## config.mk

```make
export PLATFORM = sky130hd
export DESIGN_NAME = ysyx_24090003_mem_arbiter
export DESIGN_NICKNAME = d
export VERILOG_FILES = /design/src/rtl/ysyx_24090003_mem_arbiter.sv
export SDC_FILE = /design/constraint.sdc
export NUM_CORES = 1
export LEC_CHECK = 0
export ABC_CLOCK_PERIOD_IN_PS = 3200
export CAP_MARGIN = 20
export CORE_ASPECT_RATIO = 1.4
export CORE_UTILIZATION = 46
export DETAILED_ROUTE_END_ITERATION = 10
export GPL_TIMING_DRIVEN = 0
export PLACE_DENSITY_LB_ADDON = 0.2
export SYNTH_ARGS = -nofsm -noshare
export SYNTH_HDL_FRONTEND = slang
export SYNTH_SLANG_ARGS = --single-unit
```

## constraint.sdc

```tcl
create_clock -name i_clk -period 3.2 [get_ports i_clk]
set_input_delay 0.32 -clock i_clk [delete_from_list [all_inputs] [get_ports i_clk]]
set_output_delay 0.32 -clock i_clk [all_outputs]
set_load 0.01 [all_outputs]
```

## src/rtl/ysyx_24090003_mem_arbiter.sv

```systemverilog
// Arbitrates IFU and LSU requests onto one memory port, one transaction at a time (LSU has priority).
// Latency: accept N, mem request N+1, owner response no earlier than N+3; a timeout forces an error response.
module ysyx_24090003_mem_arbiter #(
  parameter int unsigned TIMEOUT   = 255,
  parameter logic [31:0] ERR_RDATA = 32'h0000_0000
) (
  input  logic        i_clk,
  input  logic        i_rst_n,
  input  logic        i_ifu_req_valid,
  output logic        o_ifu_req_ready,
  input  logic [31:0] i_ifu_addr,
  output logic        o_ifu_resp_valid,
  output logic [31:0] o_ifu_rdata,
  output logic        o_ifu_resp_err,
  input  logic        i_lsu_req_valid,
  output logic        o_lsu_req_ready,
  input  logic [31:0] i_lsu_addr,
  input  logic [31:0] i_lsu_wdata,
  input  logic        i_lsu_we,
  input  logic [2:0]  i_lsu_wmask,
  output logic        o_lsu_resp_valid,
  output logic [31:0] o_lsu_rdata,
  output logic        o_lsu_resp_err,
  output logic        o_mem_req_valid,
  input  logic        i_mem_req_ready,
  output logic [31:0] o_mem_addr,
  output logic [31:0] o_mem_wdata,
  output logic        o_mem_we,
  output logic [2:0]  o_mem_wmask,
  input  logic        i_mem_resp_valid,
  input  logic [31:0] i_mem_rdata,
  output logic        o_busy
);

  typedef enum logic [1:0] {S_IDLE, S_REQ, S_WAIT, S_RESP} state_e;

  localparam logic [8:0] TimeoutLim = 9'(TIMEOUT);

  state_e      state_q, state_d;
  logic        owner_q, owner_d;  // 1: LSU, 0: IFU
  logic [31:0] addr_q, addr_d;
  logic [31:0] wdata_q, wdata_d;
  logic        we_q, we_d;
  logic [2:0]  wmask_q, wmask_d;
  logic [31:0] rdata_q, rdata_d;
  logic        err_q, err_d;
  logic [7:0]  cnt_q, cnt_d;
  logic [7:0]  cnt_inc;
  logic        timeout;

  assign cnt_inc = (cnt_q == 8'hFF) ? cnt_q : cnt_q + 8'd1;
  // Fires in the cycle whose increment makes the counter equal TIMEOUT.
  assign timeout = ({1'b0, cnt_q} + 9'd1) >= TimeoutLim;

  always_comb begin
    state_d         = state_q;
    owner_d         = owner_q;
    addr_d          = addr_q;
    wdata_d         = wdata_q;
    we_d            = we_q;
    wmask_d         = wmask_q;
    rdata_d         = rdata_q;
    err_d           = err_q;
    cnt_d           = cnt_q;
    o_ifu_req_ready = 1'b0;
    o_lsu_req_ready = 1'b0;
    o_mem_req_valid = 1'b0;
    case (state_q)
      S_IDLE: begin
        o_lsu_req_ready = 1'b1;
        o_ifu_req_ready = ~i_lsu_req_valid;
        if (i_lsu_req_valid) begin
          owner_d = 1'b1;
          addr_d  = i_lsu_addr;
          wdata_d = i_lsu_wdata;
          we_d    = i_lsu_we;
          wmask_d = i_lsu_wmask;
          cnt_d   = 8'd0;
          state_d = S_REQ;
        end else if (i_ifu_req_valid) begin
          owner_d = 1'b0;
          addr_d  = i_ifu_addr;
          wdata_d = 32'd0;
          we_d    = 1'b0;
          wmask_d = 3'd0;
          cnt_d   = 8'd0;
          state_d = S_REQ;
        end
      end
      S_REQ: begin
        o_mem_req_valid = 1'b1;
        cnt_d           = cnt_inc;
        if (timeout) begin
          rdata_d = ERR_RDATA;
          err_d   = 1'b1;
          state_d = S_RESP;
        end else if (i_mem_req_ready) begin
          state_d = S_WAIT;
        end
      end
      S_WAIT: begin
        cnt_d = cnt_inc;
        // A real response arriving on the timeout cycle takes precedence.
        if (i_mem_resp_valid) begin
          rdata_d = i_mem_rdata;
          err_d   = 1'b0;
          state_d = S_RESP;
        end else if (timeout) begin
          rdata_d = ERR_RDATA;
          err_d   = 1'b1;
          state_d = S_RESP;
        end
      end
      S_RESP:  state_d = S_IDLE;
      default: state_d = S_IDLE;
    endcase
  end

  always_ff @(posedge i_clk or negedge i_rst_n) begin
    if (!i_rst_n) begin
      state_q <= S_IDLE;
      owner_q <= 1'b0;
      addr_q  <= 32'd0;
      wdata_q <= 32'd0;
      we_q    <= 1'b0;
      wmask_q <= 3'd0;
      rdata_q <= 32'd0;
      err_q   <= 1'b0;
      cnt_q   <= 8'd0;
    end else begin
      state_q <= state_d;
      owner_q <= owner_d;
      addr_q  <= addr_d;
      wdata_q <= wdata_d;
      we_q    <= we_d;
      wmask_q <= wmask_d;
      rdata_q <= rdata_d;
      err_q   <= err_d;
      cnt_q   <= cnt_d;
    end
  end

  assign o_mem_addr       = (state_q == S_REQ) ? addr_q  : 32'd0;
  assign o_mem_wdata      = (state_q == S_REQ) ? wdata_q : 32'd0;
  assign o_mem_we         = (state_q == S_REQ) & we_q;
  assign o_mem_wmask      = (state_q == S_REQ) ? wmask_q : 3'd0;

  assign o_ifu_resp_valid = (state_q == S_RESP) & ~owner_q;
  assign o_ifu_rdata      = o_ifu_resp_valid ? rdata_q : 32'd0;
  assign o_ifu_resp_err   = o_ifu_resp_valid & err_q;
  assign o_lsu_resp_valid = (state_q == S_RESP) & owner_q;
  assign o_lsu_rdata      = o_lsu_resp_valid ? rdata_q : 32'd0;
  assign o_lsu_resp_err   = o_lsu_resp_valid & err_q;

  assign o_busy           = (state_q != S_IDLE);

endmodule

```

* Word level (Yosys, flattened, before mapping) *
Index checks and enable logic that the tools add are counted.

word-level totals
  register bits = 112
  bits in latches = 0
  RAM bits = 0
  memory bits (read-only) = 0
  input bits = 138
  output and inout port bits = 140
  word-level logic and storage cells = 70
  memories = 0

cells by class
  add/subtract/negate cells = 2
  multiply operators = 0
  divide/modulo/power cells = 0
  $lt $le $gt $ge = 1
  equality and inequality tests = 8
  shifts and indexed selects = 0
  multiplexer cells = 34
  bitwise logic cells = 7
  reduce and logical (&&, ||, !) cells = 9

operators with widths
  operator                                             count
  2-to-1 mux 32 bit                                    10
  case mux 32 bit (2 select lines)                     1
  2-to-1 mux 8 bit                                     3
  case mux 8 bit (2 select lines)                      1
  2-to-1 mux 2 bit                                     6
  adder 8 x 1 -> 9 bit, second input constant          1
  >= comparator 9 x 8 -> 1 bit, second input constant  1
  2-to-1 mux 3 bit                                     3
  != test 3 bit, second input constant                 3
  adder 8 x 1 -> 8 bit, second input constant          1
  == test 8 bit, second input constant                 1
  2-to-1 mux 1 bit                                     8
  case mux 2 bit (4 select lines)                      1
  nonzero test 2 bit                                   4
  AND reduction 3 bit                                  2
  AND 1 bit                                            5
  == test 2 bit, second input constant                 2
  == test 2 x 1 -> 1 bit, second input constant        1
  zero test 2 bit                                      1
  != test 2 bit, second input constant                 1
  NOT 1 bit                                            2
  case mux 1 bit (2 select lines)                      1
  AND reduction 2 bit                                  1
  OR reduction 2 bit                                   1

* Depth between registers and ports, before layout *
Gate-level depths: netlist of run 1.

  depth in word-level cells = 5
  depth in mapped cells = 9
  gate-level depth less buffers = 7

* Worst setup path before layout of run 1 *
OpenSTA, ideal clock, no wires.

  path kind = reg2reg
  start = register state_q[0]
  end = register cnt_q[5]
  library setup time = 0.096 ns
  arrival = 1.901 ns
  required time = 3.104 ns
  setup slack = 1.203 ns
  cell stages (with the launch flop) = 10
  buffers on the path = 2
  clock period less this slack = 1.997 ns
  cells stage by stage = dfrtp_1 > inv_1 > ha_1 > o21ai_0 > buf_2 > a32o_1 > buf_2 > inv_1 > nand2_1 > o31ai_1

on the way
  longest elaborated chain between the ends = 4
  elaborated cells between the ends (all ways) = 9
  those cells by class = eq/ne (4); mux (1); reduce/logical (4)

ends and longest elaborated chain
  item                                                           RTL line  text
  start: declaration                                             39        state_e state_q, state_d;
  start signal: assignment                                       131       state_q <= state_d;
  == test 2 x 1 -> 1 bit or == test 2 bit (tied branches)        68        case (state_q)
  OR reduction 2 bit (no line)                                   n/a
  != test 2 bit (no line) or nonzero test 2 bit (tied branches)  n/a
  AND reduction 3 bit (no line)                                  n/a
  end signal: assignment                                         139       cnt_q <= cnt_d;
  end: declaration                                               47        logic [7:0] cnt_q, cnt_d;

Parallel ways exist; a longest one is shown, timed or not.
A chain may end at the register's enable or synchronous reset.

* Final worst setup path of run 1 *
  start = register state_q[1]
  end = output o_mem_wmask[0]

on the way
  longest elaborated chain between the ends = 2

ends and longest elaborated chain
  item                    RTL line  text
  == test 2 x 1 -> 1 bit  146       assign o_mem_wmask = (state_q == S_REQ) ? wmask_q : 3'd0;
  2-to-1 mux 3 bit        146
  end: declaration        29        output logic [2:0] o_mem_wmask,

No other way between the ends.

==> flow_metrics.tcl, run 1 <==
set metrics [dict create \
    dr.first_iter.drc_count 200 \
    crit_arrival_ns 2.69 \
    rrSetupSlack_ns 0.79 \
    holdPathEnd "wdata_q[7]$_DFFE_PN0P_" \
    postCtsSetupBuffers 0 \
    final_core_util_pct 71.9 \
    synth_cell_type_count 44 \
    ir_worst_vdd_uv 400 \
    synth_cells 723 \
    slew_viol_final 0 \
    p_sw_share_pct 39.1 \
    nNetsFinal 1156 \
    tns_ns 0 \
    holdWs_ns 0.461 \
    n_antenna_cell 0 \
    start_util_pct 47.3 \
    routed_via_density 5.13 \
    status "complete, no violations" \
    max_cap_violations 0 \
    wirelength_mm 18.9 \
    synth_area_um2 6330 \
    routabilityCongestion 0.842 \
    crit_path_end_kind "output port" \
    ctsHtreeMaxLevel 3 \
    comb_power_share_pct 57.2 \
    grt_pass1_wl_mm 30.6 \
    r2r_start "state_q[0]$_DFFE_PN0P_" \
    synth_edf_count 0 \
    power_leakage_uw 0.00419 \
    synth-warning-count 0 \
    cts_tree "done" \
    grt_max_degree 67 \
    rr_worst_depth 9 \
    synth_nets 867 \
    cp_slowest_cell "clkdlybuf4s50_1" \
    die_w_um 101 \
    cp_cell_sequence "inv_1 > ha_1 > clkbuf_2 > buf_1 > and2_1 > clkdlybuf4s50_1" \
    period_minus_slack_ns 3.01 \
    critPathKind "reg2out" \
    area_growth_pct 52.2 \
    synth-seq-cells 112 \
    period_share_pct 94.0 \
    clock-sinks 112 \
    cts_buffer_depth 2 \
    core_area_um2 13400 \
    drive_above_1_share_pct 4.04 \
    finalClockSkew_ns 0.00558 \
    route.detailed.wl_per_inst_um 15.8 \
    tightestPinTransition_ns 0.739 \
    cts_root_buf "clkbuf_16" \
    pwr-share-seq_pct 29.4 \
    pre_cts_ws_ns 0.434 \
    ys_top_cells_by_area "dfrtp_1 44%, and2_1 10%, nand2_1 9.0%" \
    crit_family "buffers and inverters" \
    route.vias.total 6141 \
    core.rowCount 50 \
    hold_path_depth 2 \
    ys.flop_type "dfrtp_1" \
    reg2reg_to "cnt_q[5]$_DFFE_PN0P_" \
    die_area_um2 14200 \
    cts_made_buffers 9 \
    rsz0062_at_grt "no" \
    die_h_um 141 \
    async_flop_share_pct 100 \
    synth_top_area_share_pct 44.3 \
    path_buf_inv 4 \
    fin_ws_ns 0.191 \
    dpl.hpwl_mm 14.5 \
    clk_pin_slew_worst_paths_ns 0.07 \
    finalSetupViolCount 0 \
    first_global_vias 6098 \
    dr.pass1.iters 4 \
    p_int_uw 4710 \
    cp.required_ns 2.88 \
    final_hold_viol_count 0 \
    cp_max_fo 10 \
    drtAntennaViolNets 0 \
    clkPwrFrac_pct 13.5 \
    yosys.area.top_type "dfrtp_1" \
    fmax_mhz 332 \
    switching_power_uw 3020 \
    drc_errors 0 \
    start_kind "flip-flop" \
    hp-start "wdata_q[7]$_DFFE_PN0P_" \
    fillers 1105 \
    ios 278 \
    gr-usage-all-layers_pct 27.6 \
    hp-class "reg2reg" \
    yosysSeqAreaShare_pct 44.3 \
    p_per_area_nw_per_um2 803 \
    cpPeakStageDelay_ns 0.59 \
    slew_headroom_pct 50.7 \
    worstSkewPairLatency_ns 0.34 \
    grt_overflow 0 \
    antenna_found_initial 0 \
    avgSynthCellArea_um2 8.75 \
    io_buffers 276 \
]
-- synth_stat cells (5+ instances only) --
library cell / n
and2_1: 105
a21oi_1: 35
o31ai_1: 5
nand3_1: 39
dfrtp_1: 112
buf_2: 6
inv_1: 7
clkbuf_1: 34
buf_1: 9
mux2i_1: 32
ha_1: 6
and3_1: 35
o21ai_0: 39
and2b_1: 28
nor2b_1: 5
o211ai_1: 33
buf_6: 5
nand2_1: 151
-- flip-flops by register name (all words and copies together) (netlist names) --
register / flops
addr_q: 32
cnt_q: 8
err_q: 1
owner_q: 1
rdata_q: 32
state_q: 2
wdata_q: 32
we_q: 1
wmask_q: 3
-- power groups by stage --
| stage | logic (uW) | clock network (uW) | registers (uW) |
|---|---|---|---|
| detailed placement | 4430 | 0 | 2290 |
| global route | 4920 | 1120 | 2330 |
| CTS | 4460 | 1060 | 2260 |
| global placement | 4320 | 0 | 2260 |
| floorplan | 2590 | 0 | 2170 |
| finish | 4420 | 1040 | 2270 |
-- layer usage --
layer	up-vias	global-route usage (%)	share of wire, %
met4	0	9.69	2.6
met1	2885	30.6	38
met2	216	50.2	52
met5	-	0	0
li1	3010	-	-
met3	30	6.99	7.3
-- worst max-delay path by stage --
stage / startpoint / to / slack, ns / cells after the start
after detailed placement: state_q[1]$_DFFE_PN0P_ / o_mem_wmask[0] / 0.43 / 6
after global placement: i_rst_n / wdata_q[18]$_DFFE_PN0P_ / -2.65 / 1
after floorplan: state_q[0]$_DFFE_PN0P_ / cnt_q[5]$_DFFE_PN0P_ / 1.20 / 9
after global routing: state_q[1]$_DFFE_PN0P_ / o_mem_wmask[0] / 0.04 / 6
final: state_q[1]$_DFFE_PN0P_ / o_mem_wmask[0] / 0.19 / 6
after CTS: state_q[1]$_DFFE_PN0P_ / o_mem_wmask[0] / 0.03 / 6
-- worst reg2reg max path, stage by stage, from the launching register on --
cell and delay (ns):
dfrtp_1 0.44, inv_1 0.14, ha_1 0.33, o21ai_0 0.24, buf_2 0.27, a32o_1 0.22, buf_2 0.18, inv_1 0.07
nand2_1 0.15, o31ai_1 0.29
-- final cells by class --
class,count,area (um2),share of cell area [%]
multi-input cells,546,3210,33.3
flip-flops and latches,112,2800,29.1
repair buffers,278,2800,29.1
plain buffers,58,292,3.03
clock buffers,13,250,2.60
well taps,182,228,2.37
inverters,7,26.3,0.273
clock inverters,2,16.3,0.169
-- cell families after synthesis --
group,Yosys count,synth area share (%)
AO/OA/AOI/OAI,126,12.5
adder cells (fa/ha/maj),6,1.19
buffers and inverters,65,5.00
flip-flops,112,44.3
multiplexers,32,5.06
AND/OR/NAND/NOR,382,31.9
-- per-stage QoR --
step                power, uW  area (um2)  cells
floorplan                4760        6330    723
global placement         6580        9320   1181
detailed placement       6710        9350   1182
CTS                      7780        9620   1198
global route             8380        9630   1198
finish                   7730        9630   1198
-- layout by cell type (no fill, tap or decap), types with 2 or more instances in the layout --
master / count
a21o_1: 3
a21oi_1: 35
and2_1: 105
and2b_1: 28
and3_1: 35
buf_1: 10
buf_2: 6
buf_4: 2
buf_6: 6
clkbuf_1: 35
clkbuf_16: 9
clkbuf_8: 3
clkdlybuf4s50_1: 275
dfrtp_1: 112
ha_1: 6
inv_1: 7
mux2i_1: 32
nand2_1: 151
nand2b_1: 4
nand3_1: 39
nor2_1: 2
nor2b_1: 4
nor3_1: 2
o211ai_1: 33
o21ai_0: 39
o21ba_2: 2
o22ai_1: 2
o31ai_1: 5
-- repair_timing --
action / in CTS / in global routing
hold buffers: 1 / 0
gates resized for setup: 0 / 4
endpoints found under the setup margin: 0 / 23
endpoints found under the hold margin: 46 / 0
Note: power is estimated with default switching activity, not from simulation.
==> run 2: changes to the inputs <==
--- a/config.mk
+++ b/config.mk
@@ -5,7 +5,6 @@
 export SDC_FILE = /design/constraint.sdc
 export NUM_CORES = 1
 export LEC_CHECK = 0
-export ABC_CLOCK_PERIOD_IN_PS = 3200
 export CAP_MARGIN = 20
 export CORE_ASPECT_RATIO = 1.4
 export CORE_UTILIZATION = 46
==> results of run 2 <==
Same layout as run 1: the final DEF is identical, and so are final timing and power.
==> run 3: changes to the inputs <==
--- a/config.mk
+++ b/config.mk
@@ -6,11 +6,11 @@
 export NUM_CORES = 1
 export LEC_CHECK = 0
 export CAP_MARGIN = 20
-export CORE_ASPECT_RATIO = 1.4
+export CORE_ASPECT_RATIO = 2
 export CORE_UTILIZATION = 46
 export DETAILED_ROUTE_END_ITERATION = 10
 export GPL_TIMING_DRIVEN = 0
-export PLACE_DENSITY_LB_ADDON = 0.2
+export PLACE_DENSITY_LB_ADDON = 0.25
 export SYNTH_ARGS = -nofsm -noshare
 export SYNTH_HDL_FRONTEND = slang
 export SYNTH_SLANG_ARGS = --single-unit
==> run 3 against run 2 <==
Net effect:
- the run now ends with design-rule violations left
- routed wire length is 5.2% higher
- worst hold slack better by 0.0011 ns
- worst setup slack got worse by 0.013 ns
- count of clock-buffer cells in the layout down 3
- flip-flop and latch count did not move
- non-clock buffer count is the same
- clock power grew 15%
- die area grew 0.15%
- sequential power about the same
- combinational power is 0.9% higher
- total power rose by 2.5%
- largest cell class unchanged
- largest power group unchanged
==> flow_metrics.tcl, run 3 (synthesis gave the netlist of run 1 again) <==
set metrics [dict create \
    crit_path_end_kind "output port" \
    dpl.hpwl_mm 15.6 \
    first_global_vias 6385 \
    startpoint "state_q[1]$_DFFE_PN0P_" \
    status "complete, but fails checks" \
    ir_worst_vdd_uv 410 \
    rsz0062_at_grt "no" \
    r2r_start "state_q[0]$_DFFE_PN0P_" \
    cts_made_buffers 9 \
    core.rowCount 60 \
    ios 278 \
    holdWs_ns 0.462 \
    die_area_um2 14300 \
    nNetsFinal 1156 \
    finalSetupViolCount 0 \
    ctsHtreeMaxLevel 3 \
    route.vias.total 6276 \
    grt_pass1_wl_mm 32.0 \
    area_growth_pct 52.3 \
    final_core_util_pct 71.7 \
    postCtsSetupBuffers 0 \
    start_util_pct 47.1 \
    core_area_um2 13400 \
    cp_max_fo 10 \
    routed_via_density 5.35 \
    crit_arrival_ns 2.70 \
    start_kind "flip-flop" \
    top_regs "addr_q x32, rdata_q x32, wdata_q x32" \
    tightestPinTransition_ns 0.771 \
    drtAntennaViolNets 0 \
    cts_tree "done" \
    slew_headroom_pct 48.6 \
    grt_max_degree 61 \
    period_minus_slack_ns 3.02 \
    slew_viol_final 0 \
    cts_buffer_depth 2 \
    grtUsageMet1_pct 28.0 \
    final_common_cell "clkdlybuf4s50_1" \
    fmax_mhz 331 \
    drc_errors 18 \
    final_cell_mix "275 x clkdlybuf4s50_1, 151 x nand2_1, 112 x dfrtp_1" \
    final_hold_viol_count 0 \
    dr.pass1.iters 11 \
    drive_above_1_share_pct 4.42 \
    gr-usage-all-layers_pct 28.6 \
    cts_root_buf "clkbuf_16" \
    fillers 1055 \
    io_buffers 276 \
    pre_cts_ws_ns 0.492 \
    hp-class "reg2reg" \
    critPathKind "reg2out" \
    worstSkewPairLatency_ns 0.36 \
    reg2reg_to "cnt_q[7]$_DFFE_PN0P_" \
    grt_overflow 0 \
    die_h_um 168 \
    dr.first_iter.drc_count 427 \
    cp.required_ns 2.88 \
    clk_pin_slew_worst_paths_ns 0.07 \
    rrSetupSlack_ns 0.74 \
    n_antenna_cell 0 \
    period_share_pct 94.4 \
    wirelength_mm 19.9 \
    antenna_found_initial 0 \
    grt_use_met2_pct 56.1 \
    route.detailed.wl_per_inst_um 17.0 \
    clock-sinks 112 \
    setup.worst_path.end "o_ifu_rdata[3]" \
    use_met3_pct 6.67 \
    grt_busiest_layer "met2" \
    p_per_area_nw_per_um2 822 \
    die_w_um 84.9 \
    routabilityCongestion 0.851 \
    finalClockSkew_ns 0.0144 \
    violations "design-rule violations" \
    max_cap_violations 0 \
    fin_ws_ns 0.178 \
    rr_worst_depth 9 \
    power_leakage_uw 0.00422 \
]
## run 3: cell count changes in the layout (fill, tap and decap cells not counted), sizes merged
cell    previous run  this run
inv                7        10
clkbuf            48        46
buf               25        24
bufinv             0         1
## run 3: power by group
part,switching (uW),internal [uW]
sequential,335,1930
combinational,2230,2230
clock,556,640
## run 3: worst min path at each step
stage                                 start                       to  cells past startpoint
finish              wdata_q[31]$_DFFE_PN0P_  wdata_q[31]$_DFFE_PN0P_                      2
detailed placement                  i_rst_n  rdata_q[13]$_DFFE_PN0N_                      1
floorplan                           i_rst_n    addr_q[0]$_DFFE_PN0P_                      0
CTS                 wdata_q[31]$_DFFE_PN0P_  wdata_q[31]$_DFFE_PN0P_                      2
global placement    wdata_q[23]$_DFFE_PN0P_  wdata_q[23]$_DFFE_PN0P_                      2
global route        wdata_q[31]$_DFFE_PN0P_  wdata_q[31]$_DFFE_PN0P_                      2
## run 3: repair_timing
item / in CTS / in global routing
hold endpoints to repair: 52 / 0
resized for setup: 0 / 4
hold buffers: 1 / 0
setup endpoints to repair: 0 / 12
## run 3: cell type report
class                      instances  area [um2]  share of cell area [%]
inverter                           7        26.3                   0.273
clock inverter                     6        72.6                   0.753
clock buffer                      10         239                    2.48
multi-input combinational        546        3210                    33.3
timing repair buffer             278        2800                    29.1
sequential                       112        2800                    29.1
buffer                            58         293                    3.04
tap                              155         194                    2.01
## run 3: routing by layer
layer	part of all wire [%]	vias to the layer above
met5	0	-
met3	6.0	48
met2	56	236
met1	34	2983
li1	-	3009
met4	3.5	0
## run 3: through the flow
step	TNS (ns)	power, uW	instances	instance area [um2]
final	0	7920	1172	9640
after global routing	0	8500	1172	9640
after CTS	0	7950	1172	9630
after detailed placement	0	6740	1155	9310
after global placement	-301.56	6620	1154	9280
after floorplan	0	4760	723	6330
## run 3: worst max-delay path, stage by stage (launching register included)
cell             delay [ns]
dfrtp_1                0.44
ha_1                   0.35
nor2b_1                0.39
clkbuf_1               0.42
and2_1                 0.19
clkdlybuf4s50_1        0.56
